[src/rtl/mem_arb_pkg.sv]
// Shared types and constants for the memory-port arbiter.
package mem_arb_pkg;

  typedef enum logic [1:0] {
    IDLE = 2'd0,
    ADDR = 2'd1,
    WAIT = 2'd2
  } arbState_t;

  typedef enum logic {
    OWN_INST = 1'b0,
    OWN_DATA = 1'b1
  } arbOwner_t;

  localparam logic [1:0] SIZE_BYTE = 2'd0;
  localparam logic [1:0] SIZE_HALF = 2'd1;
  localparam logic [1:0] SIZE_WORD = 2'd2;

endpackage

[src/rtl/mem_arb_respbuf.sv]
// One-word response buffer with a valid flag. Clear wins over set; a set
// with drop asserted leaves both the flag and the word untouched.
module mem_arb_respbuf (
  input  logic        clk,
  input  logic        rst,
  input  logic        set,
  input  logic        clr,
  input  logic        drop,
  input  logic [31:0] wdata,
  output logic        vld,
  output logic [31:0] rdata
);

  logic capture;

  assign capture = set & ~drop;

  // valid flag and buffered word
  always_ff @(posedge clk) begin
    if (rst) begin
      vld   <= 1'b0;
      rdata <= 32'h0;
    end else begin
      if (clr)          vld <= 1'b0;
      else if (capture) vld <= 1'b1;
      if (capture) rdata <= wdata;
    end
  end

endmodule

[src/rtl/mem_arbiter.sv]
// Arbitrates the single memory port between the fetch and data sides,
// one outstanding transaction at a time, and produces the pipeline stalls.
// Optional macro MEM_ARB_PERF_CNT_EN adds saturating stall-cycle counters.
//
// state | meaning
// IDLE  | no transaction; grant an eligible side (req set, buffer empty)
// ADDR  | mem_req held with latched fields until mem_addr_ok
// WAIT  | address accepted; waiting for mem_data_ok
module mem_arbiter
  import mem_arb_pkg::*;
#(
  parameter int ADDR_W    = 32,
`ifdef MEM_ARB_PERF_CNT_EN
  parameter int CNT_W     = 32,
`endif
  parameter bit INST_PRIO = 1'b0
) (
  input  logic              clk,
  input  logic              rst,
  input  logic              inst_req,
  input  logic [ADDR_W-1:0] inst_addr,
  output logic [31:0]       inst_rdata,
  output logic              inst_stall,
  input  logic              data_req,
  input  logic              data_wr,
  input  logic [1:0]        data_size,
  input  logic [ADDR_W-1:0] data_addr,
  input  logic [31:0]       data_wdata,
  output logic [31:0]       data_rdata,
  output logic              data_stall,
`ifdef MEM_ARB_PERF_CNT_EN
  output logic [CNT_W-1:0]  inst_stall_cnt,
  output logic [CNT_W-1:0]  data_stall_cnt,
`endif
  input  logic              ext_stall,
  input  logic              flush,
  output logic              mem_req,
  output logic              mem_wr,
  output logic [1:0]        mem_size,
  output logic [ADDR_W-1:0] mem_addr,
  output logic [31:0]       mem_wdata,
  input  logic              mem_addr_ok,
  input  logic              mem_data_ok,
  input  logic [31:0]       mem_rdata
);

  arbState_t state, stateNext;
  arbOwner_t own;
  logic      instVld, dataVld;
  logic      instElig, dataElig;
  logic      grantInst, grantData;
  logic      memDone, pipeRelease;
  logic      instBusy, dropReg, dropEff;

  assign instElig    = inst_req & ~instVld;
  assign dataElig    = data_req & ~dataVld;
  assign memDone     = (state == WAIT) & mem_data_ok;
  assign inst_stall  = inst_req & ~instVld;
  assign data_stall  = data_req & ~dataVld;
  assign pipeRelease = ~ext_stall & ~inst_stall & ~data_stall;
  assign instBusy    = (own == OWN_INST) & (state != IDLE);
  // a flush landing on the return cycle itself must also discard the word
  assign dropEff     = dropReg | (flush & instBusy);

  // state register
  always_ff @(posedge clk) begin
    if (rst) state <= IDLE;
    else     state <= stateNext;
  end

  // next state, grant decision and downstream request
  always_comb begin
    stateNext = state;
    grantInst = 1'b0;
    grantData = 1'b0;
    mem_req   = 1'b0;
    case (state)
      IDLE: begin
        if (instElig && (!dataElig || INST_PRIO)) grantInst = 1'b1;
        else if (dataElig)                        grantData = 1'b1;
        if (grantInst || grantData) stateNext = ADDR;
      end
      ADDR: begin
        mem_req = 1'b1;
        if (mem_addr_ok) stateNext = WAIT;
      end
      WAIT: begin
        if (mem_data_ok) stateNext = IDLE;
      end
      default: stateNext = IDLE;
    endcase
  end

  // latch the granted side's request fields and owner
  always_ff @(posedge clk) begin
    if (rst) begin
      own       <= OWN_INST;
      mem_wr    <= 1'b0;
      mem_size  <= SIZE_BYTE;
      mem_addr  <= '0;
      mem_wdata <= 32'h0;
    end else if (grantInst) begin
      own       <= OWN_INST;
      mem_wr    <= 1'b0;
      mem_size  <= SIZE_WORD;
      mem_addr  <= inst_addr;
      mem_wdata <= 32'h0;
    end else if (grantData) begin
      own       <= OWN_DATA;
      mem_wr    <= data_wr;
      mem_size  <= data_size;
      mem_addr  <= data_addr;
      mem_wdata <= data_wdata;
    end
  end

  // remember that an in-flight fetch was flushed
  always_ff @(posedge clk) begin
    if (rst)                    dropReg <= 1'b0;
    else if (memDone)           dropReg <= 1'b0;
    else if (flush && instBusy) dropReg <= 1'b1;
  end

  mem_arb_respbuf uInstBuf (
    .clk   (clk),
    .rst   (rst),
    .set   (memDone & (own == OWN_INST)),
    .clr   (pipeRelease | flush),
    .drop  (dropEff),
    .wdata (mem_rdata),
    .vld   (instVld),
    .rdata (inst_rdata)
  );

  mem_arb_respbuf uDataBuf (
    .clk   (clk),
    .rst   (rst),
    .set   (memDone & (own == OWN_DATA)),
    .clr   (pipeRelease),
    .drop  (1'b0),
    .wdata (mem_rdata),
    .vld   (dataVld),
    .rdata (data_rdata)
  );

`ifdef MEM_ARB_PERF_CNT_EN
  // saturating stall-cycle counters
  always_ff @(posedge clk) begin
    if (rst) begin
      inst_stall_cnt <= '0;
      data_stall_cnt <= '0;
    end else begin
      if (inst_stall && !(&inst_stall_cnt)) inst_stall_cnt <= inst_stall_cnt + CNT_W'(1);
      if (data_stall && !(&data_stall_cnt)) data_stall_cnt <= data_stall_cnt + CNT_W'(1);
    end
  end
`endif

endmodule
[config.mk]
export PLATFORM = sky130hd
export DESIGN_NAME = mem_arbiter
export DESIGN_NICKNAME = d
export VERILOG_FILES = /design/src/rtl/mem_arb_pkg.sv /design/src/rtl/mem_arb_respbuf.sv /design/src/rtl/mem_arbiter.sv
export SDC_FILE = /design/constraint.sdc
export NUM_CORES = 1
export LEC_CHECK = 0
export CORE_MARGIN = 8
export CORE_UTILIZATION = 40
export CTS_CLUSTER_SIZE = 25
export DETAILED_ROUTE_END_ITERATION = 6
export DONT_BUFFER_PORTS = 1
export HOLD_SLACK_MARGIN = 0.02
export SYNTH_ARGS = -nofsm -noshare
export SYNTH_HDL_FRONTEND = slang
export SYNTH_SLANG_ARGS = --single-unit
export TNS_END_PERCENT = 30
[constraint.sdc]
create_clock -name clk -period 1.59 [get_ports clk]
set_input_delay 0.159 -clock clk [delete_from_list [all_inputs] [get_ports clk]]
set_output_delay 0.159 -clock clk [all_outputs]
set_load 0.05 [all_outputs]
; ---- After elaboration in Yosys (flattened, before gate mapping)
; Cells that the tools add are included.
[word_totals]
ff_bits = 137
out_inout_bits = 134
in_bits = 139
elab_cells = 64
[classes]
reduce_logical = 12
n_bitwise = 19
n_mux = 16
n_eq_ne = 5
[op_table]
columns = cell, n
row1 = 32-bit 2-to-1 mux, 2
row2 = 1-bit bitwise AND, 10
row3 = 2-bit 2-to-1 mux, 5
row4 = 1-bit 2-to-1 mux, 8
row5 = 2-bit OR reduction, 4
row6 = 1-bit NOT, 7
row7 = 2-bit inequality test (second input constant), 3
row8 = 2-bit case mux with 3 select lines, 1
row9 = 2-bit nonzero test, 2
row10 = 3-bit AND reduction, 1
row11 = 2-bit by 1-bit == test with 1-bit output (second input constant), 1
row12 = 2-bit == test (second input constant), 1
row13 = 1-bit logical AND, 2
row14 = 2-bit zero test, 1
row15 = 1-bit OR, 2
row16 = 1-bit zero test, 1
row17 = 1-bit logical OR, 1

; ---- Logic depth before layout (Yosys ltp)
[depth]
ltp_word = 9
ltp_mapped = 7
mapped_depth_nobuf = 4

; ---- By module
; A second synthesis with hierarchy kept.
[hier_totals]
cells_unflattened = 586
area_unflattened_um2 = 5765.5
[modules_own_cells]
columns = module, n_inst, area_each_um2, seq_area_each_um2, cells_per_inst
row1 = mem_arb_respbuf, 2, 1495.2, 660.6, 148
row2 = mem_arbiter, 1, 2775.2, 1421.4, 290

; ---- Worst setup path before layout
; OpenSTA, ideal clock, no wires.
[synth_path]
kind = register to register
start = register uInstBuf.vld
end = register mem_wdata[10]
required_ps = 1475
path_slack_ps = -493
setup_time_ps = 115
arrival_ps = 1968
path_stages_with_launch = 8
n_path_buf = 3
cell_sequence = dfxtp_1 -> nor2b_1 -> and3b_1 -> clkbuf_1 -> or2_1 -> buf_2 -> buf_6 -> a21oi_2
[synth_between]
elab_chain_len = 7
elab_cells_between_ends = 10
[synth_lines]
columns = element, line
row1 = "start, declared", mem_arb_respbuf.sv:10  ; output logic vld,
row2 = "start signal, assigned", mem_arb_respbuf.sv:21  ; vld <= 1'b0;
row3 = "start signal, assigned", mem_arb_respbuf.sv:24  ; if (clr) vld <= 1'b0;
row4 = "start signal, assigned", mem_arb_respbuf.sv:25  ; else if (capture) vld <= 1'b1;
row5 = 1-bit NOT *, -
row6 = 1-bit bitwise AND *, -
row7 = named net inst_stall, mem_arbiter.sv:23  ; output logic inst_stall,
row8 = 1-bit logical AND *, mem_arbiter.sv:79  ; if (instElig && (!dataElig || INST_PRIO)) grantInst = 1'b1;
row9 = 1-bit 2-to-1 mux, mem_arbiter.sv:79
row10 = 1-bit 2-to-1 mux (2 in a row), mem_arbiter.sv:77  ; case (state)
row11 = 2-bit OR reduction (no source line), -
row12 = "end signal, assigned", mem_arbiter.sv:113  ; mem_wdata <= data_wdata;
row13 = "end, declared", mem_arbiter.sv:41  ; output logic [31:0] mem_wdata,
; Mark *: on every way through the listed nets, which the timed path passes. The rest lies on a longest branch. The select of a mux whose other input is x is not followed.
; A chain may end at the register's enable or synchronous reset.

; ---- Worst setup path in the final report
[layout_path]
start = register state[0]
end = register uInstBuf.vld
[layout_between]
elab_chain_len = 6
elab_cells_between_ends = 9
[layout_lines]
columns = element, line
row1 = "start, declared", mem_arbiter.sv:47  ; arbState_t state, stateNext;
row2 = "start signal, assigned", mem_arbiter.sv:68  ; else state <= stateNext;
row3 = 2-bit nonzero test, mem_arbiter.sv:61  ; assign instBusy = (own == OWN_INST) & (state != IDLE);
row4 = 1-bit bitwise AND, mem_arbiter.sv:61
row5 = 1-bit bitwise AND, mem_arbiter.sv:63  ; assign dropEff = dropReg | (flush & instBusy);
row6 = 1-bit OR, mem_arbiter.sv:63
row7 = 1-bit NOT, mem_arb_respbuf.sv:16  ; assign capture = set & ~drop;
row8 = 1-bit bitwise AND *, mem_arb_respbuf.sv:16
; Mark *: on every way between the ends. The rest lies on a longest branch, timed or not.

==> results.cfg <==
[status]
status = finished with violations
violations = hold timing

[placed_design]
dp_hpwl_mm = 11.1
place_ws_ns = 0.0148
dp.cells = 824
portBuffers = 0
gp_congestion = 0.796

[clocking]
clkLatencyLatePin_ns = 0.40
cts-root-buf = clkbuf_16
clk_pin_slew_ns = 0.05
clk_path_buf_depth = 2
cts_tree = yes
clock-sinks = 137
htree_levels = 4
numCtsBuffers = 17

[power]
power.leakage_uw = 0.00255
p_per_area_nw_per_um2 = 1270
power_uw = 8660
ir_worst_vdd_mv = 0.731

[critical_path]
critical_path.n_buffers_inverters = 4
crit_slowest_cell = dfxtp_2
rr_startpoint = state[0]
crit_path_frequent_cell = buf_4
r2r-end = uInstBuf.vld
critPathTopFamily = buffers and inverters
crit_path_start_kind = flip-flop
crit_path_end_kind = flip-flop
worst_r2r_path_depth = 8
worstPathArrival_ns = 1.83
crit_cells = 8
cp-endpoint = uInstBuf.vld
crit_path_start = state[0]
timing.reg2reg.setup_slack_ns = 0.07
path_max_fanout = 6
path_cells = nand3b_1 > buf_4 > nor4_4 > buf_4 > buf_4 > buf_4 > nor2_1 > nor4_1
cp.required_ns = 1.90
slowest_delay_ns = 0.34
worst-setup-path-type = flip-flop to flip-flop

[die]
dieArea_sq_um = 16400
die_w_microns = 128
row_count = 41
initial_core_util_pct = 40.4
io_pins = 273
core-area_sq_um = 12500
die_y_microns = 128

[synth]
yosys_warnings = 0
synth.avg_cell_area_sq_um = 8.29
synth_area_sq_um = 5040
synth_fp_nets = 747
seq_area_frac_synth_pct = 54.4
ys_ff_latch = 137
synth_cell_types = 27
postSynthCellCount = 608

[global_route]
track_usage_pct = 19.2
grt_max_degree = 104
grt_pass1_wl_mm = 24.9
antenna_found_initial = 0
grt_pass1_vias = 4665
overflow = 0

[sta]
hold_slack_ns = -0.162
fin_skew_ns = 0.00620
finalMaxSlewViolations = 0
post-route-period-util_pct = 95.5
relSlewSlack_pct = 63.0
rsz0062_at_grt = false
setup_viol = 0
final-hold-violation-count = 100
worst_slack_ns = 0.0709
worst_pin_slew_ns = 0.554
period_needed_ns = 1.52
timing.fmax_mhz = 658

[job]
maxCapViolCount = 0

[route]
wl_mm = 16.7
post_drt_wl_per_cell_microns = 18.6
route.detailed.drc = 0
via_per_inst = 5.14
dr.first_iter.drc_count = 279
ant_nets = 0
dr.pass1.iters = 4
vias = 4591

[final_layout]
stdcell_count = 893
final_cell_mix = nand2_1 (228), dfxtp_1 (134), a21oi_1 (105)
layout_commonest_cell = nand2_1
nNetsFinal = 853
area_growth_pct = 35.5
n_antenna_cell = 0
drive_gt1_share_pct = 22.6
final_core_util_pct = 54.8

[worst_hold_path]
hp-class = input port to flip-flop
-- metrics by stage --
step	cell area (sq um)	setup TNS, ns
after floorplan	5070	-0.836
after global placement	5830	0
after detailed placement	5830	0
after CTS	6730	0
after global routing	6830	0
final	6830	0
-- power by group --
part           internal, uW  total (uW)  switching (uW)
Clock                  2330        3640            1320
Sequential             3580        3760             176
Combinational           434        1260             824
Total                  6350        8660            2320
-- worst register-to-register path, delay by kind of cell, from the launching register on --
family,cells,cell delay (ns)
buffers and inverters,4,0.56
DFF,1,0.34
and+or+nand+nor,4,0.53
-- layer usage --
layer | part of all wire, % | GRT usage (%)
met5 | 0 | 0
met4 | 2.2 | 8.60
met3 | 11 | 8.15
met2 | 51 | 33.2
met1 | 37 | 19.8
-- cell type report --
| type | instances | area (sq um) |
|---|---|---|
| fillers | 1118 | 5640 |
| flip-flops and latches | 137 | 2750 |
| multi-input cells | 422 | 2100 |
| repair buffers | 134 | 1220 |
| clock buffers | 21 | 460 |
| well taps | 172 | 215 |
| clock inverters | 5 | 75.1 |
| inverters | 2 | 7.51 |
-- logic make-up after synthesis --
group	share of synthesized area, %
and+or+nand+nor	20.2
DFF	54.4
AOI/OAI and AO/OA	20.7
buffers and inverters	4.74
-- cells in the mapped netlist --
library cell / instances / area (sq um)
nand2_1: 228 / 856
dfxtp_1: 137 / 2740
a21oi_1: 105 / 526
a22oi_1: 32 / 240
a21oi_2: 30 / 263
clkbuf_1: 24 / 90.1
buf_2: 17 / 85.1
nor2_1: 8 / 30.0
buf_4: 3 / 22.5
buf_6: 3 / 33.8
nor3_1: 3 / 15.0
inv_1: 2 / 7.51
nor2b_1: 2 / 12.5
a211oi_1: 1 / 7.51
and3b_1: 1 / 8.76
nand2b_1: 1 / 6.26
nand3b_1: 1 / 7.51
nor2b_2: 1 / 8.76
nor3b_1: 1 / 7.51
nor4_1: 1 / 6.26
nor4_2: 1 / 12.5
nor4b_2: 1 / 15.0
o21ai_1: 1 / 5.00
or2_1: 1 / 6.26
or2_2: 1 / 6.26
or4_1: 1 / 7.51
or4b_1: 1 / 10.0
-- worst min-delay path by stage --
| stage | from | to | slack [ns] | depth (start not counted) |
|---|---|---|---|---|
| after floorplan | flush | uInstBuf.vld | 0.24 | 1 |
| after global placement | rst | mem_addr[19] | 0.24 | 1 |
| after detailed placement | flush | uInstBuf.vld | 0.24 | 1 |
| after CTS | rst | mem_addr[20] | -0.19 | 1 |
| after global routing | rst | state[0] | -0.20 | 1 |
| final | rst | mem_addr[18] | -0.16 | 1 |
-- state kept, by name, summed over array words and instances (netlist names) --
name and flops:
mem_addr 32, mem_wdata 32, uDataBuf.rdata 32, uInstBuf.rdata 32, mem_size 2, state 2
dropReg 1, mem_wr 1, own 1, uDataBuf.vld 1, uInstBuf.vld 1
-- timing repair --
action,CTS,global route
gates resized for setup,2,5
gates cloned,0,3
setup buffers,0,3
hold buffers,36,1
hold endpoints to repair,136,101
setup endpoints to repair,2,42
pin swaps,0,2
(Power assumes the default switching activity.)
